--- src/rtl/drive_mode_arbiter_pkg.sv ---
// Shared types and motor-byte layout for the drive mode arbiter.
// Byte: [7:5] left speed, [4] left dir, [3:1] right speed, [0] right dir.
package drive_mode_arbiter_pkg;

   localparam int LSPD = 5;
   localparam int LDIR = 4;
   localparam int RSPD = 1;
   localparam int RDIR = 0;

   localparam logic [7:0] MOT_STOP = 8'h00;

   typedef enum logic [1:0] {
      IDLE   = 2'd0,
      WAIT   = 2'd1,
      DECODE = 2'd2
   } poll_st_t;

   typedef enum logic {
      AUTO   = 1'b0,
      MANUAL = 1'b1
   } mode_t;

   typedef struct packed {
      logic fwd;
      logic back;
      logic left;
      logic right;
   } dir_t;

   function automatic logic [7:0] mot_byte(
      input logic [2:0] ls,
      input logic       ld,
      input logic [2:0] rs,
      input logic       rd
   );
      logic [7:0] b;
      b            = MOT_STOP;
      b[LSPD +: 3] = ls;
      b[LDIR]      = ld;
      b[RSPD +: 3] = rs;
      b[RDIR]      = rd;
      return b;
   endfunction

endpackage

--- src/rtl/drive_mode_arbiter_if.sv ---
// Bus between the arbiter and its PicoBlaze / PmodJSTK / bot neighbours.
// slave = arbiter side, master = system side.
interface drive_mode_arbiter_if;

   logic [7:0] auto_motctl;
   logic       ovr_en;
   logic       poll_done;
   logic [9:0] jstk_x;
   logic [9:0] jstk_y;
   logic [2:0] jstk_btn;
   logic       poll_req;
   logic [7:0] motctl_out;
   logic       manual;
   logic       poll_err;
   logic [3:0] dir_led;

   modport master (
      output auto_motctl, ovr_en, poll_done,
      output jstk_x, jstk_y, jstk_btn,
      input  poll_req, motctl_out, manual,
      input  poll_err, dir_led
   );

   modport slave (
      input  auto_motctl, ovr_en, poll_done,
      input  jstk_x, jstk_y, jstk_btn,
      output poll_req, motctl_out, manual,
      output poll_err, dir_led
   );

endinterface

--- src/rtl/drive_mode_arbiter_jstk_dir_decode.sv ---
// Maps stick position to direction flags and the manual motor byte.
// On a diagonal the wheel on the deflected side stops and the other drives.
module jstk_dir_decode
   import drive_mode_arbiter_pkg::*;
#(
   parameter int JOY_HI    = 700,
   parameter int JOY_LO    = 300,
   parameter int MAN_SPEED = 5
) (
   input  logic [9:0] x,
   input  logic [9:0] y,
   output dir_t       dir,
   output logic [7:0] cmd
);

   localparam logic [2:0] S = 3'(MAN_SPEED);
   localparam logic [2:0] Z = 3'd0;

   always_comb begin
      dir.fwd   = y >= 10'(JOY_HI);
      dir.back  = y <= 10'(JOY_LO);
      dir.right = x >= 10'(JOY_HI);
      dir.left  = x <= 10'(JOY_LO);
   end

   always_comb begin
      cmd = MOT_STOP;
      case (dir)
         4'b1000: cmd = mot_byte(S, 1'b1, S, 1'b1);
         4'b0100: cmd = mot_byte(S, 1'b0, S, 1'b0);
         4'b0010: cmd = mot_byte(S, 1'b0, S, 1'b1);
         4'b0001: cmd = mot_byte(S, 1'b1, S, 1'b0);
         4'b1010: cmd = mot_byte(Z, 1'b0, S, 1'b1);
         4'b1001: cmd = mot_byte(S, 1'b1, Z, 1'b0);
         4'b0110: cmd = mot_byte(Z, 1'b0, S, 1'b0);
         4'b0101: cmd = mot_byte(S, 1'b0, Z, 1'b0);
         default: cmd = MOT_STOP;
      endcase
   end

endmodule

--- src/rtl/drive_mode_arbiter.sv ---
// Schedules PmodJSTK polls and owns the bot motor byte, switching between
// PicoBlaze AUTO drive and joystick MANUAL drive.
module drive_mode_arbiter
   import drive_mode_arbiter_pkg::*;
#(
   parameter int POLL_DIV      = 13000000,
   parameter int POLL_TIMEOUT  = 65000,
   parameter int NEUTRAL_POLLS = 10,
   parameter int JOY_HI        = 700,
   parameter int JOY_LO        = 300,
   parameter int MAN_SPEED     = 5
) (
   input logic                 clk,
   input logic                 reset,
   drive_mode_arbiter_if.slave bus
);

   localparam int DW = $clog2(POLL_DIV + 1);
   localparam int TW = $clog2(POLL_TIMEOUT + 1);
   localparam int NW = $clog2(NEUTRAL_POLLS + 1);

   poll_st_t      state, state_nx;
   mode_t         mode, mode_nx;
   logic [DW-1:0] div_cnt;
   logic [TW-1:0] to_cnt;
   logic [NW-1:0] ntr_cnt, ntr_nx;
   logic [9:0]    cap_x, cap_y;
   logic          cap_trig;
   logic [7:0]    man_cmd, man_nx, dec_cmd, motctl;
   logic [3:0]    dir_led;
   logic          poll_req, poll_err;
   dir_t          dir;
   logic          tick, t_out, fire, take, fail, dec, neutral;
   logic          unused_btn;

   assign unused_btn = ^bus.jstk_btn[2:1];
   assign tick  = div_cnt == DW'(POLL_DIV - 1);
   assign t_out = to_cnt == TW'(POLL_TIMEOUT - 1);

   jstk_dir_decode #(
      .JOY_HI   (JOY_HI),
      .JOY_LO   (JOY_LO),
      .MAN_SPEED(MAN_SPEED)
   ) u_dec (
      .x  (cap_x),
      .y  (cap_y),
      .dir(dir),
      .cmd(dec_cmd)
   );

   always_ff @(posedge clk or negedge reset) begin
      if (!reset) state <= IDLE;
      else        state <= state_nx;
   end

   always_comb begin
      state_nx = state;
      unique case (state)
         IDLE:    if (tick) state_nx = WAIT;
         WAIT: begin
            if (bus.poll_done) state_nx = DECODE;
            else if (t_out)    state_nx = IDLE;
         end
         DECODE:  state_nx = IDLE;
         default: state_nx = IDLE;
      endcase
   end

   always_comb begin
      fire = (state == IDLE) && tick;
      take = (state == WAIT) && bus.poll_done;
      fail = (state == WAIT) && !bus.poll_done && t_out;
      dec  = (state == DECODE);
   end

   // Mode decisions only happen in DECODE, except the override switch.
   always_comb begin
      mode_nx = mode;
      ntr_nx  = ntr_cnt;
      man_nx  = man_cmd;
      neutral = (dir == '0);
      if (dec) begin
         man_nx = dec_cmd;
         if (mode == AUTO) begin
            if (bus.ovr_en && (!neutral || cap_trig)) begin
               mode_nx = MANUAL;
               ntr_nx  = '0;
            end
         end else if (!neutral) begin
            ntr_nx = '0;
         end else if (ntr_cnt == NW'(NEUTRAL_POLLS - 1)) begin
            mode_nx = AUTO;
            ntr_nx  = '0;
         end else begin
            ntr_nx = ntr_cnt + 1'b1;
         end
      end
      if (fail) man_nx = MOT_STOP;
      if (!bus.ovr_en) begin
         mode_nx = AUTO;
         ntr_nx  = '0;
      end
   end

   always_ff @(posedge clk or negedge reset) begin
      if (!reset) begin
         div_cnt  <= '0;
         to_cnt   <= '0;
         poll_req <= 1'b0;
         poll_err <= 1'b0;
         cap_x    <= '0;
         cap_y    <= '0;
         cap_trig <= 1'b0;
         dir_led  <= '0;
         mode     <= AUTO;
         ntr_cnt  <= '0;
         man_cmd  <= MOT_STOP;
         motctl   <= MOT_STOP;
      end else begin
         div_cnt  <= tick ? '0 : div_cnt + 1'b1;
         to_cnt   <= (state == WAIT) ? to_cnt + 1'b1 : '0;
         poll_req <= fire;
         if (fail) poll_err <= 1'b1;
         if (take) begin
            cap_x    <= bus.jstk_x;
            cap_y    <= bus.jstk_y;
            cap_trig <= bus.jstk_btn[0];
         end
         if (dec) dir_led <= dir;
         mode    <= mode_nx;
         ntr_cnt <= ntr_nx;
         man_cmd <= man_nx;
         // A source change always passes through one stop cycle.
         if (mode_nx != mode)       motctl <= MOT_STOP;
         else if (mode_nx == MANUAL) motctl <= man_nx;
         else                        motctl <= bus.auto_motctl;
      end
   end

   assign bus.poll_req   = poll_req;
   assign bus.poll_err   = poll_err;
   assign bus.dir_led    = dir_led;
   assign bus.manual     = (mode == MANUAL);
   assign bus.motctl_out = motctl;

endmodule

--- src/flat_wrapper.sv ---
// flat-port wrapper written by rule: the top's interface ports become plain ports
module drive_mode_arbiter_flat import drive_mode_arbiter_pkg::*;
#(
   parameter int POLL_DIV      = 13000000,
   parameter int POLL_TIMEOUT  = 65000,
   parameter int NEUTRAL_POLLS = 10,
   parameter int JOY_HI        = 700,
   parameter int JOY_LO        = 300,
   parameter int MAN_SPEED     = 5
)
  (clk, reset, bus_auto_motctl, bus_ovr_en, bus_poll_done, bus_jstk_x, bus_jstk_y, bus_jstk_btn, bus_poll_req, bus_motctl_out, bus_manual, bus_poll_err, bus_dir_led);
  drive_mode_arbiter_if bus_i ();
  input logic clk;
  input logic reset;
  input wire logic [$bits(bus_i.auto_motctl)-1:0] bus_auto_motctl;
  input wire logic [$bits(bus_i.ovr_en)-1:0] bus_ovr_en;
  input wire logic [$bits(bus_i.poll_done)-1:0] bus_poll_done;
  input wire logic [$bits(bus_i.jstk_x)-1:0] bus_jstk_x;
  input wire logic [$bits(bus_i.jstk_y)-1:0] bus_jstk_y;
  input wire logic [$bits(bus_i.jstk_btn)-1:0] bus_jstk_btn;
  output wire logic [$bits(bus_i.poll_req)-1:0] bus_poll_req;
  output wire logic [$bits(bus_i.motctl_out)-1:0] bus_motctl_out;
  output wire logic [$bits(bus_i.manual)-1:0] bus_manual;
  output wire logic [$bits(bus_i.poll_err)-1:0] bus_poll_err;
  output wire logic [$bits(bus_i.dir_led)-1:0] bus_dir_led;
  assign bus_i.auto_motctl = bus_auto_motctl;
  assign bus_i.ovr_en = bus_ovr_en;
  assign bus_i.poll_done = bus_poll_done;
  assign bus_i.jstk_x = bus_jstk_x;
  assign bus_i.jstk_y = bus_jstk_y;
  assign bus_i.jstk_btn = bus_jstk_btn;
  assign bus_poll_req = bus_i.poll_req;
  assign bus_motctl_out = bus_i.motctl_out;
  assign bus_manual = bus_i.manual;
  assign bus_poll_err = bus_i.poll_err;
  assign bus_dir_led = bus_i.dir_led;
  drive_mode_arbiter #(.POLL_DIV(POLL_DIV), .POLL_TIMEOUT(POLL_TIMEOUT), .NEUTRAL_POLLS(NEUTRAL_POLLS), .JOY_HI(JOY_HI), .JOY_LO(JOY_LO), .MAN_SPEED(MAN_SPEED)) u_core (.clk(clk), .reset(reset), .bus(bus_i));
endmodule
--- config.mk ---
export PLATFORM = sky130hd
export DESIGN_NAME = drive_mode_arbiter_flat
export DESIGN_NICKNAME = d
export VERILOG_FILES = /design/src/rtl/drive_mode_arbiter_pkg.sv /design/src/rtl/drive_mode_arbiter_if.sv /design/src/rtl/drive_mode_arbiter_jstk_dir_decode.sv /design/src/rtl/drive_mode_arbiter.sv /design/src/flat_wrapper.sv
export SDC_FILE = /design/constraint.sdc
export NUM_CORES = 1
export LEC_CHECK = 0
export CORE_MARGIN = 1
export CORE_UTILIZATION = 35
export CTS_CLUSTER_SIZE = 28
export DETAILED_ROUTE_END_ITERATION = 16
export GPL_ROUTABILITY_DRIVEN = 0
export MAX_ROUTING_LAYER = met4
export SYNTH_ARGS = -nofsm -noshare
export SYNTH_HDL_FRONTEND = slang
export SYNTH_SLANG_ARGS = --single-unit
--- constraint.sdc ---
create_clock -name clk -period 4.35 [get_ports clk]
set_input_delay 0.87 -clock clk [delete_from_list [all_inputs] [get_ports clk]]
set_output_delay 0.87 -clock clk [all_outputs]
set_load 0.02 [all_outputs]
# Word-level counts from Yosys, hierarchy flattened
# Memory sizes are Yosys's and may differ from the RTL's.
# Index checks and enable logic that the tools add are counted.
# word_totals
ff_bits,90
romBits,96
wordCells,65
n_memories,1
# op_classes
add_sub_neg,3
order_cmp,4
n_eq_ne,10
mux,22
n_reduce_logical,12
# mem_list
memory,words,word_bits,read_ports,rd_ports_with_merged_regs,wr,line_no,source
(no name shown),16,6,1,0,0,drive_mode_arbiter_jstk_dir_decode.sv:28,case (dir)
# ops
operator,count
two-way mux 8 bit,4
adder 24 x 1 -> 24 bit (second input constant),1
== test 24 bit (second input constant),1
two-way mux 24 bit,1
two-way mux 4 bit,6
greater-or-equal comparator 10 bit (second input constant),2
<= comparator 10 x 9 -> 1 bit (second input constant),2
adder 16 x 1 -> 16 bit (second input constant),1
== test 16 bit (second input constant),1
two-way mux 16 bit,1
two-way mux 1 bit,6
two-way mux 2 bit,3
logical AND 1 bit,5
adder 4 x 1 -> 4 bit (second input constant),1
== test 4 bit (second input constant),1
zero test 4 bit,1
inequality test 2 x 1 -> 1 bit (second input constant),2
case mux 2 bit (2 select lines),1
AND reduction 2 bit,2
inequality test 3 x 1 -> 1 bit (second input constant),1
inequality test 3 x 2 -> 1 bit (second input constant),1
== test 2 x 1 -> 1 bit (second input constant),1
== test 2 bit (second input constant),1
zero test 1 bit,2
other kinds (3),3

# Depth between registers and ports, before layout
# depth
depth_word,11
ltp_mapped,7
mapped_depth_nobuf,7

# Hierarchy
# Synthesis repeated with hierarchy kept, for this count alone.
# unflattened
hier_cells,376
hier_area_um2,4211.5
# modules_own_cells
mod,instances,cells_per_inst,area_each_um2
drive_mode_arbiter,1,345,3971.3
jstk_dir_decode,1,31,240.2

# Least setup slack after synthesis
# Ideal clock, no wire load.
# synth_path
kind,reg-to-reg
startpoint,reg u_core.cap_x[5]
endpoint,reg u_core.motctl[0] (netlist: u_core.bus.motctl_out[0])
arrival_time_ns,1.861
required_ns,4.229
slack_ns,2.368
path_stages_with_launch,8
n_path_buf,1
synth_period_minus_slack_ns,1.982
path_cell_list,dfrtp_1 > a211oi_1 > o221ai_1 > ha_1 > o211a_1 > or2_1 > buf_4 > a22o_1
# synth_between
elab_chain_cells,11
word_cells_on_any_way,17
# synth_rtl
element,line_no,source
start: declaration,drive_mode_arbiter.sv:27,"logic [9:0] cap_x, cap_y;"
start signal: assignment,drive_mode_arbiter.sv:125,cap_x <= bus.jstk_x;
greater-or-equal comparator 10 bit / <= comparator 10 x 9 -> 1 bit (equally long branches),"drive_mode_arbiter_jstk_dir_decode.sv:22, drive_mode_arbiter_jstk_dir_decode.sv:23",
zero test 4 bit,drive_mode_arbiter.sv:81,neutral = (dir == '0);
zero test 1 bit,drive_mode_arbiter.sv:85,if (bus.ovr_en && (!neutral || cap_trig)) begin
logical OR 1 bit,drive_mode_arbiter.sv:85,
logical AND 1 bit,drive_mode_arbiter.sv:85,
two-way mux 1 bit,drive_mode_arbiter.sv:85,
two-way mux 1 bit,drive_mode_arbiter.sv:84,if (mode == AUTO) begin
two-way mux 1 bit,drive_mode_arbiter.sv:82,if (dec) begin
two-way mux 1 bit,drive_mode_arbiter.sv:99,if (!bus.ovr_en) begin
two-way mux 8 bit / inequality test 1 bit (equally long branches),"drive_mode_arbiter.sv:135, drive_mode_arbiter.sv:134",
two-way mux 8 bit *,drive_mode_arbiter.sv:134,if (mode_nx != mode) motctl <= MOT_STOP;
end signal: assignment,drive_mode_arbiter.sv:135,else if (mode_nx == MANUAL) motctl <= man_nx;
end signal: assignment,drive_mode_arbiter.sv:136,else motctl <= bus.auto_motctl;
end: declaration,drive_mode_arbiter.sv:29,"logic [7:0] man_cmd, man_nx, dec_cmd, motctl;"
# Mark *: on every way between the ends. The rest lies on a longest branch, timed or not.
# A chain may end at the register's enable or synchronous reset.

# Worst setup path in the final report
# layout_path
startpoint,reg u_core.cap_x[5]
endpoint,reg u_core.motctl[7] (netlist: u_core.bus.motctl_out[7])
# The elaborated chain is that of the path after synthesis.

==> impl_metrics.yaml <==
run_status:
  status: "finished, violations left"
  violations: "DRC"
synth:
  syn-num-nets: 429
  yosys-top-cells-area: "dfrtp_1 (53%), mux2_2 (5.6%), xnor2_1 (4.4%)"
  synth-seq-area-share: 0.5333
  yosysMostFrequentCell: "dfrtp_1"
  synth_area_um2: 4223
  synth_commonest_cells: "dfrtp_1 (90), nor2_1 (48), nand2_1 (22)"
  synth_edf_count: 0
  yosys.area.top_type_share: 0.5333
  yosys_warnings: 0
  synthFlopType: "dfrtp_1"
  syn_avg_cell_area_um2: 10.91
  synth_area_leader_cell: "dfrtp_1"
  synthCells: 387
  synthArstFlopShare: 1.000
  ys_seq_elements: 90
  synth_cell_types: 53
placement:
  hpwl_mm: 5.677
  placed_cell_area_um2: 4826
  port_buffers: 47
clock_network:
  clock_sinks: 90
  cts_tree: "built"
  cts_max_level: 3
  hold_buffers: 0
  worstSkewPairLatency_ns: 0.33
  clockBufferDepth: 2
  post_cts_resize_count: 0
  clkTransAtPathRegs_ns: 0.06
  cts_made_buffers: 9
  cts.root.buffer_cell: "clkbuf_16"
  postCtsSetupBuffers: 0
die:
  die_area_um2: 12510
  die_w_um: 111.8
  fp.dieH_um: 111.8
  start_util: 0.3651
  row_count: 39
  ioPinCount: 50
  core_um2: 11560
routing:
  via_per_inst: 5.005
  wl_met3_um: 343
  drt-total-wl_mm: 8.195
  detail_route.wl_per_cell_um: 14.08
  wirelength_met1_mm: 4.143
  vias: 2913
  dr.pass1.iters: 12
  ant_nets: 0
  top_layer: "met4"
  drc: 4
  wl_met2_mm: 3.603
  drtIter0Drc: 182
final_layout:
  nNetsFinal: 477
  drive_gt1_frac: 0.1025
  finalInstanceArea_um2: 5112
  postLayoutCoreUtil: 0.4421
  area.sequential_um2: 2252
  antenna_cells: 0
  num-fill-cells: 1102
  area_growth_syn_to_layout_pct: 21.07
  multiInputGateArea_um2: 1863
global_routing:
  grt_pass1_wl_mm: 14.11
  antenna_found_initial: 0
  grt_max_degree: 68
  grt_pass1_vias: 2893
  overflow: 0
  grtUsageTotal: 0.1473
setup_path:
  arrival_ns: 2.61
  crit_path_end_kind: "register"
  startpoint_type: "register"
  required_ns: 4.59
  worstPathMaxFanout: 6
  crit_type: "reg2reg"
sta:
  finalHoldViolations: 0
  slew_viol_final: 0
  setup_violations: 0
  fin_skew_ns: 0.007128
  rsz0062_at_grt: "no"
  min_period_ns: 2.362
  period_share: 0.5430
  worst_pin_slew_ns: 0.9477
  slew_headroom: 0.3682
  setup_tns_ns: 0
  fmax_mhz: 423.4
pwr:
  p_leak_uw: 0.002200
  peakVddDrop_v: 0.0002296
  power_density_nw_per_um2: 357.4
worst_hold_path:
  hp-class: "reg2reg"
flow_run:
  drv_cap: 0
area by class of cell:
cell class | instances | share of cell area
Sequential cell | 90 | 0.4405
Multi-Input combinational cell | 271 | 0.3644
Timing Repair Buffer | 48 | 0.09300
Clock buffer | 12 | 0.04821
Tap cell | 143 | 0.03500
Inverter | 15 | 0.01101
Clock inverter | 3 | 0.007832
per-stage QoR:
stage          power (µW)  setup WS, ns  hold WS [ns]  instances
6_report             1827         1.988        0.4662        582
5_1_grt              1907         1.821        0.4779        582
4_1_cts              1851         1.941        0.4641        582
3_5_place_dp         1081         1.634        0.4559        567
3_3_place_gp         1076         1.639        0.4468        567
2_1_floorplan       995.2         2.368        0.4329        387
layout by cell type, fill, tap and decap left out, drive strengths merged, types with 2 or more instances in the layout:
cell type / instances
dfrtp: 90
nor2: 48
clkdlybuf4s50: 46
nand2: 22
nand3: 21
xnor2: 21
mux2: 21
inv: 15
xor2: 15
and3: 12
clkbuf: 12
nand4: 10
o21ai: 9
nor3: 7
ha: 7
nor2b: 6
a21oi: 5
nor4: 5
o221ai: 4
nand2b: 4
o211ai: 4
a22o: 4
a211oi: 4
or2: 4
and4: 3
o21a: 3
and2: 3
or3: 3
a22oi: 3
mux2i: 3
o2bb2ai: 3
nand4b: 2
nor4bb: 2
nor4b: 2
clkinv: 2
buf: 2
or3b: 2
critical path: stages, from the launching register on:
cell,delay (ns)
dfrtp_1,0.40
a211oi_1,0.32
o221ai_1,0.34
ha_1,0.39
nand2_1,0.04
o21ai_1,0.23
o221ai_1,0.27
a211oi_2,0.26
metal layers:
layer  global-route usage  vias up
li1                     -     1450
met2               0.2112       58
met1               0.2013     1396
met4              0.04595        0
met5                    -        -
met3              0.04083        9
final timing paths:
| check | startpoint | end | slack, ns | cells past startpoint |
|---|---|---|---|---|
| min in group asynchronous | reset | u_core.to_cnt[13]$_DFF_PN0_ | 0.64 | 1 |
| setup / recovery | u_core.cap_x[5]$_DFFE_PN0P_ | u_core.bus.motctl_out[7]$_DFF_PN0_ | 1.99 | 7 |
| max in group asynchronous | reset | u_core.to_cnt[0]$_DFF_PN0_ | 2.87 | 2 |
| setup reg to reg | u_core.cap_x[5]$_DFFE_PN0P_ | u_core.bus.motctl_out[7]$_DFF_PN0_ | 1.99 | 7 |
| hold reg to reg | u_core.to_cnt[0]$_DFF_PN0_ | u_core.to_cnt[0]$_DFF_PN0_ | 0.47 | 1 |
| hold / removal | u_core.to_cnt[0]$_DFF_PN0_ | u_core.to_cnt[0]$_DFF_PN0_ | 0.47 | 1 |
logic make-up after synthesis:
kind of cell / Yosys count / synth area share
flops: 90 / 0.5333
fa+ha+maj: 7 / 0.02074
mux: 24 / 0.06311
compound gates: 45 / 0.08355
buf+inv: 26 / 0.02548
xor+xnor: 36 / 0.07467
simple gates: 159 / 0.1991
sequential cells by signal, summed over array words and instances, names as in the netlist:
signal / count
u_core.bus.dir_led: 4
u_core.bus.manual: 1
u_core.bus.motctl_out: 8
u_core.bus.poll_err: 1
u_core.bus.poll_req: 1
u_core.cap_trig: 1
u_core.cap_x: 10
u_core.cap_y: 10
u_core.div_cnt: 24
u_core.man_cmd: 8
u_core.ntr_cnt: 4
u_core.state: 2
u_core.to_cnt: 16
power breakdown:
group	internal (µW)	leakage [µW]	total, µW	switching (µW)
clock network	456	0.000142	763	306
logic	83.7	0.000877	167	83.6
registers	873	0.00118	897	23.9
total	1410	0.00220	1830	414
No activity file was read; power rests on OpenSTA's default activity.
